===== src/rtl/mips_pkg.sv =====
// Shared types and constants for the MIPS pipeline hazard control slice.
package mips_pkg;

  typedef enum logic [1:0] {
    RUN      = 2'd0,
    LU_STALL = 2'd1,
    MEM_WAIT = 2'd2
  } hz_state_t;

  localparam int unsigned REG_ADDR_W_DEF = 5;
  localparam int unsigned REG_ZERO       = 0;
  localparam int unsigned LU_CNT_W       = 4;

endpackage


===== src/rtl/load_use_detect.sv =====
// Combinational load-use compare: a load in EX whose destination is read by the instruction in ID.
module load_use_detect
  import mips_pkg::*;
#(
  parameter int unsigned REG_ADDR_W = REG_ADDR_W_DEF
) (
  input  logic                  mem_read_ex_i,
  input  logic [REG_ADDR_W-1:0] rt_ex_i,
  input  logic [REG_ADDR_W-1:0] rs_id_i,
  input  logic [REG_ADDR_W-1:0] rt_id_i,
  input  logic                  uses_rt_id_i,
  output logic                  hazard_o
);

  logic dest_valid;
  logic rs_match;
  logic rt_match;

  always_comb begin
    dest_valid = mem_read_ex_i && (rt_ex_i != REG_ADDR_W'(REG_ZERO));
    rs_match   = (rt_ex_i == rs_id_i);
    rt_match   = uses_rt_id_i && (rt_ex_i == rt_id_i);
    hazard_o   = dest_valid && (rs_match || rt_match);
  end

endmodule


===== src/rtl/hazard_stall_ctrl.sv =====
// Pipeline hazard controller: load-use bubbles, branch flush, dmem-busy freeze.
// Optional HAZARD_PERF_CNT_EN adds saturating stall_cycles / flush_count outputs.
module hazard_stall_ctrl
  import mips_pkg::*;
#(
  parameter int unsigned LOAD_USE_CYCLES = 1,
  parameter int unsigned REG_ADDR_W      = REG_ADDR_W_DEF
) (
  input  logic                  clk,
  input  logic                  reset,
  input  logic                  ctrl_memRead_id_ex,
  input  logic [REG_ADDR_W-1:0] rt_id_ex,
  input  logic [REG_ADDR_W-1:0] rs_if_id,
  input  logic [REG_ADDR_W-1:0] rt_if_id,
  input  logic                  uses_rt_if_id,
  input  logic                  branch_taken_mem,
  input  logic                  dmem_busy,
  output logic                  pc_write_en,
  output logic                  if_id_write_en,
  output logic                  if_id_flush,
  output logic                  id_ex_bubble,
  output logic                  ex_mem_flush,
  output logic                  pipe_hold
`ifdef HAZARD_PERF_CNT_EN
  ,
  output logic [31:0]           stall_cycles,
  output logic [31:0]           flush_count
`endif
);

  localparam logic [LU_CNT_W-1:0] LU_RELOAD = LU_CNT_W'(LOAD_USE_CYCLES - 1);
  localparam logic [LU_CNT_W-1:0] LU_ONE    = LU_CNT_W'(1);

  hz_state_t             state_q, state_d;
  hz_state_t             saved_q, saved_d;
  hz_state_t             eff_state;
  logic [LU_CNT_W-1:0]   cnt_q, cnt_d;
  logic                  hazard;

  load_use_detect #(
    .REG_ADDR_W (REG_ADDR_W)
  ) u_detect (
    .mem_read_ex_i (ctrl_memRead_id_ex),
    .rt_ex_i       (rt_id_ex),
    .rs_id_i       (rs_if_id),
    .rt_id_i       (rt_if_id),
    .uses_rt_id_i  (uses_rt_if_id),
    .hazard_o      (hazard)
  );

  always_ff @(posedge clk or negedge reset) begin
    if (!reset) begin
      state_q <= RUN;
      saved_q <= RUN;
      cnt_q   <= '0;
    end else begin
      state_q <= state_d;
      saved_q <= saved_d;
      cnt_q   <= cnt_d;
    end
  end

  // The cycle leaving MEM_WAIT behaves exactly as the saved state would,
  // so a frozen stall resumes with its remaining count in that same cycle.
  always_comb begin
    state_d        = state_q;
    saved_d        = saved_q;
    cnt_d          = cnt_q;
    pc_write_en    = 1'b1;
    if_id_write_en = 1'b1;
    if_id_flush    = 1'b0;
    id_ex_bubble   = 1'b0;
    ex_mem_flush   = 1'b0;
    pipe_hold      = 1'b0;
    eff_state      = (state_q == MEM_WAIT) ? saved_q : state_q;

    if (dmem_busy) begin
      pipe_hold      = 1'b1;
      pc_write_en    = 1'b0;
      if_id_write_en = 1'b0;
      if (state_q != MEM_WAIT) begin
        saved_d = state_q;
      end
      state_d = MEM_WAIT;
    end else begin
      saved_d = RUN;
      if (branch_taken_mem) begin
        if_id_flush  = 1'b1;
        id_ex_bubble = 1'b1;
        ex_mem_flush = 1'b1;
        state_d      = RUN;
        cnt_d        = '0;
      end else if (eff_state == LU_STALL) begin
        pc_write_en    = 1'b0;
        if_id_write_en = 1'b0;
        id_ex_bubble   = 1'b1;
        if (cnt_q <= LU_ONE) begin
          state_d = RUN;
          cnt_d   = '0;
        end else begin
          state_d = LU_STALL;
          cnt_d   = cnt_q - LU_ONE;
        end
      end else if (hazard) begin
        pc_write_en    = 1'b0;
        if_id_write_en = 1'b0;
        id_ex_bubble   = 1'b1;
        if (LOAD_USE_CYCLES > 1) begin
          state_d = LU_STALL;
          cnt_d   = LU_RELOAD;
        end else begin
          state_d = RUN;
          cnt_d   = '0;
        end
      end else begin
        state_d = RUN;
        cnt_d   = '0;
      end
    end

    if (!reset) begin
      pc_write_en    = 1'b0;
      if_id_write_en = 1'b0;
      if_id_flush    = 1'b1;
      id_ex_bubble   = 1'b1;
      ex_mem_flush   = 1'b1;
      pipe_hold      = 1'b0;
    end
  end

`ifdef HAZARD_PERF_CNT_EN
  logic [31:0] stall_q;
  logic [31:0] flush_q;
  logic        stall_inc;
  logic        flush_inc;

  // A bubble without ex_mem_flush is a load-use bubble; a flush with PC
  // enabled is a branch (reset flushes with PC disabled).
  always_comb begin
    stall_inc = (id_ex_bubble && !ex_mem_flush) || pipe_hold;
    flush_inc = ex_mem_flush && pc_write_en;
  end

  always_ff @(posedge clk or negedge reset) begin
    if (!reset) begin
      stall_q <= '0;
      flush_q <= '0;
    end else begin
      if (stall_inc && (stall_q != '1)) begin
        stall_q <= stall_q + 32'd1;
      end
      if (flush_inc && (flush_q != '1)) begin
        flush_q <= flush_q + 32'd1;
      end
    end
  end

  assign stall_cycles = stall_q;
  assign flush_count  = flush_q;
`endif

endmodule

===== config.mk =====
export PLATFORM = sky130hd
export DESIGN_NAME = hazard_stall_ctrl
export DESIGN_NICKNAME = d
export VERILOG_FILES = /design/src/rtl/mips_pkg.sv /design/src/rtl/load_use_detect.sv /design/src/rtl/hazard_stall_ctrl.sv
export SDC_FILE = /design/constraint.sdc
export NUM_CORES = 1
export LEC_CHECK = 0
export BUFFER_PORTS_ARGS = -buffer_cell sky130_fd_sc_hd__buf_4
export CORE_MARGIN = 4
export CORE_UTILIZATION = 44
export DETAILED_ROUTE_END_ITERATION = 7
export PLACE_DENSITY = 0.76
export SKIP_LAST_GASP = 1
export SLEW_MARGIN = 20
export SYNTH_ARGS = -nofsm -noshare
export SYNTH_HDL_FRONTEND = slang
export SYNTH_SLANG_ARGS = --single-unit

===== constraint.sdc =====
create_clock -name clk -period 1.7 [get_ports clk]
set_input_delay 0.17 -clock clk [delete_from_list [all_inputs] [get_ports clk]]
set_output_delay 0.17 -clock clk [all_outputs]
set_load 0.005 [all_outputs]

# After elaboration in Yosys (flattened, before gate mapping)
# Cells that the tools add are included.
# op_classes
n_eq_ne	6
muxes	25
reduce_logical	5
addsub	1
n_lt_le_gt_ge	1
# ops
operator	count
1-bit 2-to-1 mux	16
2-bit 2-to-1 mux	6
4-bit 2-to-1 mux	3
5-bit equality test	2
5-bit nonzero test	1
4-bit by 1-bit <= comparator with 1-bit output, second input constant	1
4-bit by 1-bit subtractor with 4-bit output, second input constant	1
1-bit logical AND	3
2-bit by 1-bit equality test with 1-bit output, second input constant	1
2-bit equality test, second input constant	1
2-bit by 1-bit != test with 1-bit output, second input constant	1
2-bit != test, second input constant	1
1-bit logical OR	1
# totals
word_cells	41
inputBits	21
reg_bits	8

# Longest topological paths before layout
# Gate-level depths: netlist (run 1).
# logic_depth
ltp_word	9
ltp_mapped	6

# Hierarchy
# From an unflattened synthesis (run 1), not the netlist that was laid out.
# unflattened
cells_unflattened	63
hier_area_um2	574.3
# modules_own_cells
mod	area_each_um2	n_inst	seq_area_each_um2	cells_each
hazard_stall_ctrl	441.7	1	200.2	46
load_use_detect	132.6	1	0.0	17

# Least setup slack after synthesis (run 1)
# OpenSTA, ideal clock, no wires.
# synth_path
path_kind	input -> output
from	in rt_id_ex[3]
to	out pc_write_en
path_slack_ps	326
path_buffers	1
t_required_ps	1530
cell_stages	5
arrival_time_ps	1204
path_cell_list	xor2_1 nor4_2 a32oi_1 o311a_1 buf_4
# synth_between
elab_chain_len	9
elab_cells_between_ends	12
classes_between	eq/ne: 2; mux: 5; reduce/logical: 5
# synth_lines
element	line	rtl
start: declaration	hazard_stall_ctrl.sv:12	input logic [REG_ADDR_W-1:0] rt_id_ex,
5-bit equality test	load_use_detect.sv:22	rt_match = uses_rt_id_i && (rt_ex_i == rt_id_i);
1-bit logical AND	load_use_detect.sv:22	
1-bit logical OR	load_use_detect.sv:23	hazard_o = dest_valid && (rs_match || rt_match);
1-bit logical AND (*)	load_use_detect.sv:23	
1-bit 2-to-1 mux (*) (5 in series)	n/a	
end: declaration	hazard_stall_ctrl.sv:18	output logic pc_write_en,
# Mark *: on every way between the ends. The rest lies on a longest branch, timed or not.

# Worst setup path in the final report (run 1)
# layout_path
from	reg state_q[0]
to	out id_ex_bubble
# layout_between
elab_chain_len	7
# layout_lines
element	line	rtl
start: declaration	hazard_stall_ctrl.sv:34	hz_state_t state_q, state_d;
start signal: assignment	hazard_stall_ctrl.sv:57	state_q <= state_d;
2-bit equality test	hazard_stall_ctrl.sv:75	eff_state = (state_q == MEM_WAIT) ? saved_q : state_q;
2-bit 2-to-1 mux (*)	hazard_stall_ctrl.sv:75	
2-bit by 1-bit equality test with 1-bit output (*)	hazard_stall_ctrl.sv:93	end else if (eff_state == LU_STALL) begin
1-bit 2-to-1 mux (*)	hazard_stall_ctrl.sv:93	
1-bit 2-to-1 mux (*)	hazard_stall_ctrl.sv:87	if (branch_taken_mem) begin
1-bit 2-to-1 mux (*)	hazard_stall_ctrl.sv:77	if (dmem_busy) begin
1-bit 2-to-1 mux (*)	hazard_stall_ctrl.sv:121	if (!reset) begin
end: declaration	hazard_stall_ctrl.sv:21	output logic id_ex_bubble,
# Marked as above.

==> metrics.md, run 1 <==
| Metric | Value |
|---|---|
| Run status | finished with violations |
| Violated checks | setup timing |
| Clk pwr share | 0.326 |
| Global route overflow | 0 |
| Root Buffer | clkbuf_4 |
| Synth async-reset ratio | 1.00 |
| Area contributors post-synth | dfrtp_1 35%, xor2_1 14%, ha_1 4.3% |
| Die Area | around 0.0020 mm^2 |
| TNS Setup | -0.00153 ns |
| Sw frac | 0.247 |
| Fill cells | 95 |
| Reg-to-reg startpoint | cnt_q[0]$_DFFE_PN0N_ |
| GP Congestion | approximately 0.72 |
| Yosys top cell by area | dfrtp_1 |
| Initial antenna violation count | 0 |
| P_leak | ~0.44 nW |
| R2R depth | 7 |
| Unique masters post-synth | 29 |
| EDFF count, synth | 0 |
| Die Y-Extent | ~44 um |
| Post-layout min period | ~1.7 ns |
| # diodes | 0 |
| Post-DP HPWL | 1.13 mm |
| Internal power | approximately 0.00033 W |
| Met1 usage | 0.209 |
| Hold endpoint | state_q[1]$_DFF_PN0_ |
| Worst hold start | dmem_busy |
| Core Area | between 0.001 and 0.0015 mm^2 |
| Post-Syn Area | between 500 and 600 um^2 |
| First-pass GRT wire length | about 2.4 mm |
| Worst-Margin Slew | between 0.3 and 0.4 ns |
| Critical Path AT | roughly 1.5 ns |
| GR Layer Usage met2 | 0.267 |
| Net Count, Synth | 85 |
| Clock tree sinks | 8 |
| Iter 0 DRT Violations | 11 |
| Worst setup margin | -0.00153 ns |
| Clock buffer depth | 2 |
| # setup viols final | 1 |
| Routed length per instance | about 14 um |
| Antenna-violating nets left | 0 |
| Bufs and invs on worst path | 1 |
| Period Utilization, post-route | 1.00 |
| TritonCTS clock tree | done |
| Reg-to-Reg End | cnt_q[2]$_DFFE_PN0N_ |
| Setup crit end kind | primary output |
| RSZ-0062 raised after global routing | true |
| Die width | between 40 and 50 um |
| Initial Utilization | 0.493 |
| Post-synth top area share | 0.347 |
| Worst path required time | approximately 1.5 ns |
| Reg power frac | 0.434 |
| Vias post-DR | approximately 570 |
| Met3 Use GR | 0.0488 |
| Worst Setup Path Type | reg2out |
| Drt via density | ~5.4 |
| Clk pin slew, worst setup/hold paths | 0.05 ns |
| Drt total wl | about 1.5 mm |
| DRC | 0 |
| Commonest cells post-synth | 9 x xor2_1, 8 x dfrtp_1 |
| Max incr delay on CP | around 0.4 ns |
| Net Sw Power | 0.000110 W |
| Syn_area_per_cell | 9.30 um^2 |
| Flops & latches, synth | 8 |
| Sequential fraction of the synthesis area | 0.347 |
| Most frequent cell after synthesis | xor2_1 |
| Combinational power share | 0.239 |
| Non-Filler Instances | roughly 110 |
| Worst-case clock skew | approximately 0.0034 ns |
| Worst VDD drop | 474 uV |
| Num CTS Buffers | 3 |
| Layout cells sized above 1 | 0.396 |
| Reg-to-reg slack, setup | between 0.2 and 0.25 ns |
| Drt pass-1 iters | 4 |
| Ys flop type | dfrtp_1 |
| Slew Viols, Final | 0 |
| Hold Violations, Final | 0 |
| CP Max Fanout | 4 |
| Skew-Pair Late Insertion Delay | between 0.2 and 0.3 ns |
| Vias in the first global route | between 500 and 600 |
| Max Cap Viol | 0 |
| Critical path, cell by cell | and4bb_2, nor2_2, a31o_2, a31oi_1, buf_4 |
| Pwr dens | roughly 540 mW/mm^2 |
| Setup crit start kind | flip-flop |
| I/O pin count | 27 |
| Row count | 12 |
| Nets | roughly 120 |
| Grt peak-use layer | met2 |
| Hold path cells | 1 |
| FMAX | 588 MHz |
| Layout area overhead | 42.3% |
| Family with the most delay on the worst path | flip-flops |
| Crit-path slowest cell | dfrtp_1 |
| Placed Cells | 100 |
| H-tree depth | 1 |
| Total power | about 0.00044 W |
| Worst Hold Class | in2reg |
| IO buf count | 26 |
| Yosys warns | 0 |
| Largest net degree at the start of global routing | 12 |
| Total track usage | 0.168 |
| Critical path depth | 5 |
| Slew headroom | 0.759 |
| Cells after Synth | 62 |
==> cell type report <==
class / count / area (um^2) / share of cell area
sequential: 8 / 200 / 0.244
inverter: 4 / 15.0 / 0.0183
clock buffer: 3 / 22.5 / 0.0274
multi-input combinational: 47 / 345 / 0.421
timing repair buffer: 29 / 220 / 0.268
tap: 14 / 17.5 / 0.0213
==> stage by stage <==
step | utilization | cell area [um^2] | hold WS [ns] | setup slack (ns)
2_1_floorplan | - | 577 | -0.126 | 0.326
3_3_place_gp | 0.665 | 778 | 0.00282 | 0.169
3_5_place_dp | 0.665 | 778 | 0.00175 | 0.126
4_1_cts | 0.692 | 811 | 0.107 | 0.000822
5_1_grt | 0.701 | 821 | 0.102 | -0.0991
6_report | 0.701 | 821 | 0.114 | -0.00153
==> worst reg2reg max path: stages (launching register included) <==
cell      delay [ns]
dfrtp_1         0.43
inv_1           0.07
ha_1            0.22
nor2_1          0.13
o221ai_1        0.11
buf_4           0.17
nor3b_1         0.19
a21o_1          0.10
==> per-layer routing <==
layer  part of all wire  wire [um]  up-vias
li1                   -          -      279
met1               0.38        559      260
met2               0.53        796       21
met3              0.072        107        5
met4              0.018         27        0
met5                  0          0        -
==> timing repair <==
item / 4_1_cts / 5_1_grt
hold buffers: 1 / 0
gates resized for setup: 0 / 2
endpoints found under the setup margin: 0 / 1
hold endpoints to repair: 8 / 0
setup buffers: 0 / 1
==> power groups by stage <==
stage	clock network, W	logic [W]	registers, W
2_1_floorplan	0	0.0000417	0.000196
3_3_place_gp	0	0.000102	0.000196
3_5_place_dp	0	0.000104	0.000196
4_1_cts	0.000149	0.000107	0.000193
5_1_grt	0.000166	0.000116	0.000193
6_report	0.000145	0.000106	0.000193
==> how the worst max path moves through the flow <==
stage                              start              to  slack [ns]
finish              state_q[0]$_DFF_PN0_    id_ex_bubble      -0.002
global route        state_q[0]$_DFF_PN0_    id_ex_bubble        -0.1
CTS                 state_q[0]$_DFF_PN0_    id_ex_bubble      0.0008
detailed placement           rt_id_ex[3]  if_id_write_en        0.13
global placement             rt_id_ex[3]  if_id_write_en        0.17
floorplan                    rt_id_ex[3]     pc_write_en        0.33
==> cell usage in the layout, fill, tap and decap left out, drive strengths merged <==
master        n
or2           1
o21bai        1
clkbuf        3
dlygate4sd3   1
and4bb        1
a31oi         1
a31o          1
xnor2         1
nor3          1
o311a         1
nand2         2
nor2          4
and2          1
nor3b         1
a21oi         2
ha            2
inv           4
a21o          2
o31ai         1
o221ai        1
nor4          1
dfrtp         8
buf          28
nor2b         4
a32oi         1
xor2          9
o211a         1
o21ai         5
or4           2
==> sequential cells by signal (all words and copies together), names as in the netlist <==
name,flops
state_q,2
cnt_q,4
saved_q,2
==> logic make-up after synthesis <==
family                     share of synthesized area
adders and majority gates                     0.0434
xor gates and xnor gates                       0.152
AOI/OAI and AO/OA                              0.204
and+or+nand+nor                                0.195
buffers and inverters                         0.0585
DFF                                            0.347
Power figures use the tool's default switching activity.
==> run 2, diff against run 1 <==
- SYNTH_HIERARCHICAL: not set -> 1
==> metrics.md, run 2 <==
| Metric | Value |
|---|---|
| Flops & latches, synth | 8 |
| Post-Syn Area | around 570 um^2 |
| Drt total wl | between 1 and 1.5 mm |
| TNS Setup | 0 ns |
| Num CTS Buffers | 3 |
| Area contributors post-synth | dfrtp_1 35%, xor2_1 11%, o21ai_0 5.2% |
| Iter 0 DRT Violations | 2 |
| Total power | 0.000438 W |
| Fin util | 0.701 |
| # diodes | 0 |
| EDFF count, synth | 0 |
| Vias post-DR | approximately 540 |
| Setup crit start kind | primary input |
| Largest register FFs | 4 |
| Most used cell, CP | buf_4 |
| Placed Cells | 100 |
| Area after DPL | roughly 770 um^2 |
| Largest regs | cnt_q (4), saved_q (2), state_q (2) |
| Grt peak-use layer | met2 |
| Worst VDD drop | 371 uV |
| Internal power | roughly 0.00033 W |
| Worst Hold Class | in2reg |
| Core Area | 0.00117 mm^2 |
| Initial antenna violation count | 0 |
| Drt via density | roughly 5.2 |
| Worst path required time | between 1.5 and 2 ns |
| Layout area overhead | 42.9% |
| Clock tree sinks | 8 |
| Max incr delay on CP | approximately 0.53 ns |
| Critical Path AT | between 1 and 1.5 ns |
| Sequential fraction of the synthesis area | 0.349 |
| Post-synth top area share | 0.349 |
| Ys flop type | dfrtp_1 |
| IO buf count | 26 |
| Crit-path slowest cell | or4_1 |
| TritonCTS clock tree | done |
| GP Congestion | about 0.74 |
| # setup viols final | 0 |
| Post-layout min period | approximately 1.6 ns |
| Reg power frac | 0.442 |
| Worst-case clock skew | ~0.00021 ns |
| Row count | 12 |
| Family with the most delay on the worst path | simple AND/OR/NAND/NOR gates |
| Synth Area in Adders | 0.0436 |
| First-pass GRT wire length | 2.13 mm |
| Total track usage | 0.145 |
| Nets | roughly 120 |
| Net Sw Power | approximately 0.00010 W |
| Cells after Synth | 63 |
| Met1 usage | 0.203 |
| Worst-Margin Slew | 0.430 ns |
| Antenna-violating nets left | 0 |
| I/O pin count | 27 |
| Yosys top cell by area | dfrtp_1 |
| Hold Violations, Final | 0 |
| Global route overflow | 0 |
| Critical path, cell by cell | buf_4, or4_1, o21ai_2, a21oi_2, o21ai_1, and3b_1, buf_4 |
| Post-DP HPWL | around 1 mm |
| XOR/XNOR Fraction of Synth Area | 0.153 |
| Compound-cell area share of the yosys netlist | 0.174 |
| GR Layer Usage met2 | 0.209 |
| Period Utilization, post-route | 0.939 |
| Commonest cells post-synth | 8 x dfrtp_1, 7 x xor2_1, 6 x o21ai_0 |
| Syn_area_per_cell | slightly above 9 um^2 |
| H-tree depth | 1 |
| Mux contribution to synthesized area | 0.0174 |
| Final Cell Area | slightly above 800 um^2 |
| Die width | approximately 44 um |
| Most frequent cells in the layout | 26 x buf_4, 8 x dfrtp_1, 7 x xor2_1 |
| Unique masters post-synth | 28 |
| Routed length per instance | 12.0 um |
| Worst Setup Path Type | in2out |
| Bufs and invs on worst path | 2 |
| Most common cell after layout, fill and taps aside | buf_4 |
| Met3 Use GR | 0.0528 |
| Post-CTS Setup Bufs | 0 |
| Max Cap Viol | 0 |
| Clk pin slew, worst setup/hold paths | 0.05 ns |
| Skew-Pair Late Insertion Delay | about 0.25 ns |
| Pwr dens | 533 mW/mm^2 |
| Sw frac | 0.239 |
| Slew Viols, Final | 0 |
| Die Y-Extent | between 40 and 50 um |
| Clock buffer depth | 2 |
| CP Max Fanout | 3 |
| Clk pwr share | 0.322 |
| Combinational power share | 0.236 |
| Most flop-heavy register | cnt_q |
| Layout cells sized above 1 | 0.400 |
| Largest net degree at the start of global routing | 16 |
| DRC | 0 |
| Setup crit end kind | primary output |
| Slew headroom | 0.713 |
| Die Area | around 0.0019 mm^2 |
| Drt pass-1 iters | 2 |
| Net Count, Synth | 86 |
| Yosys warns | 6 |
| Most frequent cell after synthesis | dfrtp_1 |
| Vias in the first global route | 504 |
| FMAX | around 630 MHz |
| Root Buffer | clkbuf_4 |
| P_leak | around 0.38 nW |
| Initial Utilization | 0.490 |
| Run status | complete, no violations |
| Non-Filler Instances | around 100 |
| Simple-gate share of the synthesized area | 0.205 |
| Synth async-reset ratio | 1.00 |
| Main combinational cell family by area after synthesis | simple AND/OR/NAND/NOR gates |
## run 2: final timing paths
kind                                   startpoint                endpoint  slack, ns  depth (start not counted)
min                                     dmem_busy    state_q[1]$_DFF_PN0_       0.14                          1
max                                   rt_id_ex[1]          if_id_write_en       0.10                          7
min reg2reg                saved_q[1]$_DFFE_PN0P_  saved_q[1]$_DFFE_PN0P_       0.49                          1
max reg2reg                  cnt_q[0]$_DFFE_PN0N_    cnt_q[3]$_DFFE_PN0N_       0.25                          5
min in group asynchronous                   reset  saved_q[1]$_DFFE_PN0P_       0.29                          2
max in group asynchronous                   reset    cnt_q[1]$_DFFE_PN0N_       1.28                          2
## run 2: routing by layer
| layer | wire (um) | vias up |
|---|---|---|
| met3 | 75 | 0 |
| met1 | 579 | 249 |
| met5 | 0 | - |
| met4 | 0 | 0 |
| met2 | 594 | 11 |
| li1 | - | 276 |
## run 2: logic make-up after synthesis
group | after synthesis
fa+ha+maj | 2
compound gates | 14
mux | 1
simple gates | 21
buf+inv | 7
xor+xnor | 10
flops | 8
## run 2: area by class of cell
type / count / area (um^2)
Clock buffer: 3 / 22.5
Inverter: 4 / 15.0
Timing Repair Buffer: 27 / 205
Multi-Input combinational cell: 48 / 360
Tap cell: 14 / 17.5
Fill cell: 96 / 350
Sequential cell: 8 / 200
## run 2: worst register-to-register path: cells and delay by family (launching register included)
family          cells  cell delay [ns]
compound gates      2             0.54
simple gates        1             0.07
flops               1             0.42
buf+inv             1             0.09
fa+ha+maj           1             0.20
## run 2: stage by stage
stage | worst slack (ns) | hold slack, ns
CTS | 0.0229 | 0.133
global route | -0.00508 | 0.132
global placement | 0.0825 | 0.00269
floorplan | 0.244 | -0.126
finish | 0.103 | 0.143
detailed placement | 0.0660 | 0.00569
## run 2: repair_timing
item / 4_1_cts / 5_1_grt
hold endpoints to repair: 8 / 0
pin swaps: 0 / 1
endpoints found under the setup margin: 2 / 3
hold buffers: 1 / 0
gates cloned: 0 / 0
gates resized for setup: 1 / 4
## run 2: power by group through the flow
stage               clock network [W]  registers, W   logic, W
detailed placement                  0      0.000196   0.000101
global route                 0.000162      0.000194   0.000114
global placement                    0      0.000196   0.000100
finish                       0.000141      0.000194   0.000103
CTS                          0.000150      0.000193   0.000103
floorplan                           0      0.000196  0.0000400
==> run 3, diff against run 2 <==
- CORE_AREA: not set -> 4 4 41 43
- CORE_MARGIN: 4 -> not set
- CORE_UTILIZATION: 44 -> not set
- DIE_AREA: not set -> 0 0 45 47
- PLACE_DENSITY: 0.76 -> 0.75
- clock period: 1.7 -> 1.9 ns (I/O delays scaled with it)
==> metrics.md, run 3 (synthesis gave the netlist of run 2 again) <==
| Metric | Value |
|---|---|
| Slew Viols, Final | 0 |
| Pwr dens | 485 mW/mm^2 |
| P_leak | 0.379 nW |
| # diodes | 0 |
| Fin util | 0.616 |
| Fill cells | between 100 and 150 |
| Global route overflow | 0 |
| Worst VDD drop | slightly below 500 uV |
| Initial antenna violation count | 0 |
| IO buf count | 26 |
| Routed length per instance | roughly 12 um |
| FMAX | ~590 MHz |
| I/O pin count | 27 |
| Drt via density | 5.05 |
| Largest net degree at the start of global routing | 16 |
| Crit-path slowest cell | dfrtp_1 |
| Crit. Startpoint | saved_q[1]$_DFFE_PN0P_ |
| R2R depth | 5 |
| Setup crit end kind | primary output |
| Worst Hold Class | in2reg |
| Reg-to-reg startpoint | cnt_q[0]$_DFFE_PN0N_ |
| Nets | roughly 120 |
| Hold_buf cts | 1 |
| H-tree depth | 1 |
| Iter 0 DRT Violations | 1 |
| RSZ-0062 raised after global routing | false |
| Worst hold start | dmem_busy |
| Worst-Margin Slew | 0.439 ns |
| Area after DPL | 769 um^2 |
| Post-CTS Setup Bufs | 0 |
| Multi-input logic area | 340 um^2 |
| Post-layout min period | between 1.5 and 2 ns |
| Worst path required time | 1.71 ns |
| Post-CTS Resized | 0 |
| Vias in the first global route | 525 |
| Core Area | roughly 0.0013 mm^2 |
| Clock tree sinks | 8 |
| CP Max Fanout | 4 |
| Most common cell after layout, fill and taps aside | buf_4 |
| Total track usage | 0.140 |
| Bufs and invs on worst path | 1 |
| Period Utilization, post-route | 0.897 |
| DRC | 0 |
| Most flop-heavy register | cnt_q |
| Critical path depth | 5 |
| TNS Setup | 0 ns |
| Critical path, cell by cell | nand3b_1, mux2i_1, o21ai_0, and3b_1, buf_4 |
| Reg power frac | 0.444 |
| Largest regs | cnt_q (4), saved_q (2), state_q (2) |
| Layout area overhead | 39.7% |
| Die Area | approximately 0.0021 mm^2 |
| Combinational power share | 0.233 |
| Run status | complete, no violations |
| Slew headroom | 0.707 |
| Max incr delay on CP | between 0.3 and 0.4 ns |
| Initial Utilization | 0.441 |
| Drt total wl | around 1.3 mm |
| Worst Setup Path Type | reg2out |
| Drt pass-1 iters | 2 |
| Critical Path AT | about 1.5 ns |
| Num CTS Buffers | 3 |
| Antenna-violating nets left | 0 |
| TritonCTS clock tree | done |
| Skew-Pair Late Insertion Delay | approximately 0.25 ns |
| Row count | 13 |
| GP Congestion | between 0.7 and 0.8 |
| Internal power | 0.000298 W |
| Net Sw Power | 0.0000915 W |
| First-pass GRT wire length | around 2.2 mm |
| Largest register FFs | 4 |
| Worst-case clock skew | a little under 0.004 ns |
| Setup crit start kind | flip-flop |
| Family with the most delay on the worst path | flip-flops |
| Post-DP HPWL | approximately 1.1 mm |
| Die Y-Extent | around 47 um |
| Most frequent cells in the layout | 26 x buf_4, 8 x dfrtp_1, 7 x xor2_1 |
| Max Cap Viol | 0 |
| Register Area | around 200 um^2 |
| Vias post-DR | 530 |
| # setup viols final | 0 |
| Clk pin slew, worst setup/hold paths | approximately 0.05 ns |
| Layout cells sized above 1 | 0.367 |
| Hold path cells | 1 |
| Hold Violations, Final | 0 |
| Final Cell Area | roughly 800 um^2 |
| Clock buffer depth | 2 |
| Sw frac | 0.235 |
| Die width | roughly 45 um |
| Clk pwr share | 0.323 |
| Root Buffer | clkbuf_4 |
## run 3: changes by cell type in the layout (fill, tap and decap cells not counted)
cell     previous run  this run
a21oi_1             1         2
o21ai_0             5         6
mux2i_1             0         1
o21ai_2             1         0
a21oi_2             1         0
mux2i_4             1         0
## run 3: per-layer routing
layer | vias to the layer above | share of wire | routed length [um] | global-route usage
li1 | 271 | - | - | -
met1 | 243 | 0.41 | 523 | 0.161
met2 | 14 | 0.51 | 640 | 0.249
met3 | 2 | 0.061 | 77 | 0.0498
met4 | 0 | 0.017 | 21 | 0.0351
met5 | - | 0 | 0 | 0
## run 3: power by group through the flow
stage	registers [W]	clock network, W	logic [W]
2_1_floorplan	0.000175	0	0.0000357
3_3_place_gp	0.000176	0	0.0000898
3_5_place_dp	0.000176	0	0.0000907
4_1_cts	0.000173	0.000133	0.0000922
5_1_grt	0.000173	0.000138	0.000101
6_report	0.000173	0.000126	0.0000907
## run 3: through the flow
stage          total power (W)  worst slack, ns  hold WS [ns]  std cells
6_report              0.000389            0.195         0.164        105
5_1_grt               0.000411           0.0503         0.161        105
4_1_cts               0.000398            0.162         0.154        105
3_5_place_dp          0.000266            0.207        0.0236        101
3_3_place_gp          0.000265            0.234        0.0239        101
2_1_floorplan         0.000211            0.404        -0.106         63
## run 3: layout make-up
type | instances | share of cell area
multi-input combinational | 48 | 0.424
timing repair buffer | 27 | 0.256
sequential | 8 | 0.250
clock buffer | 3 | 0.0281
tap | 15 | 0.0234
inverter | 4 | 0.0187
## run 3: final timing paths
kind,end,slack (ns)
hold reg to reg,saved_q[1]$_DFFE_PN0P_,0.51
min in group asynchronous,cnt_q[3]$_DFFE_PN0N_,0.30
setup reg to reg,cnt_q[0]$_DFFE_PN0N_,0.43
hold / removal,state_q[1]$_DFF_PN0_,0.16
max in group asynchronous,saved_q[1]$_DFFE_PN0P_,1.46
setup / recovery,if_id_write_en,0.20
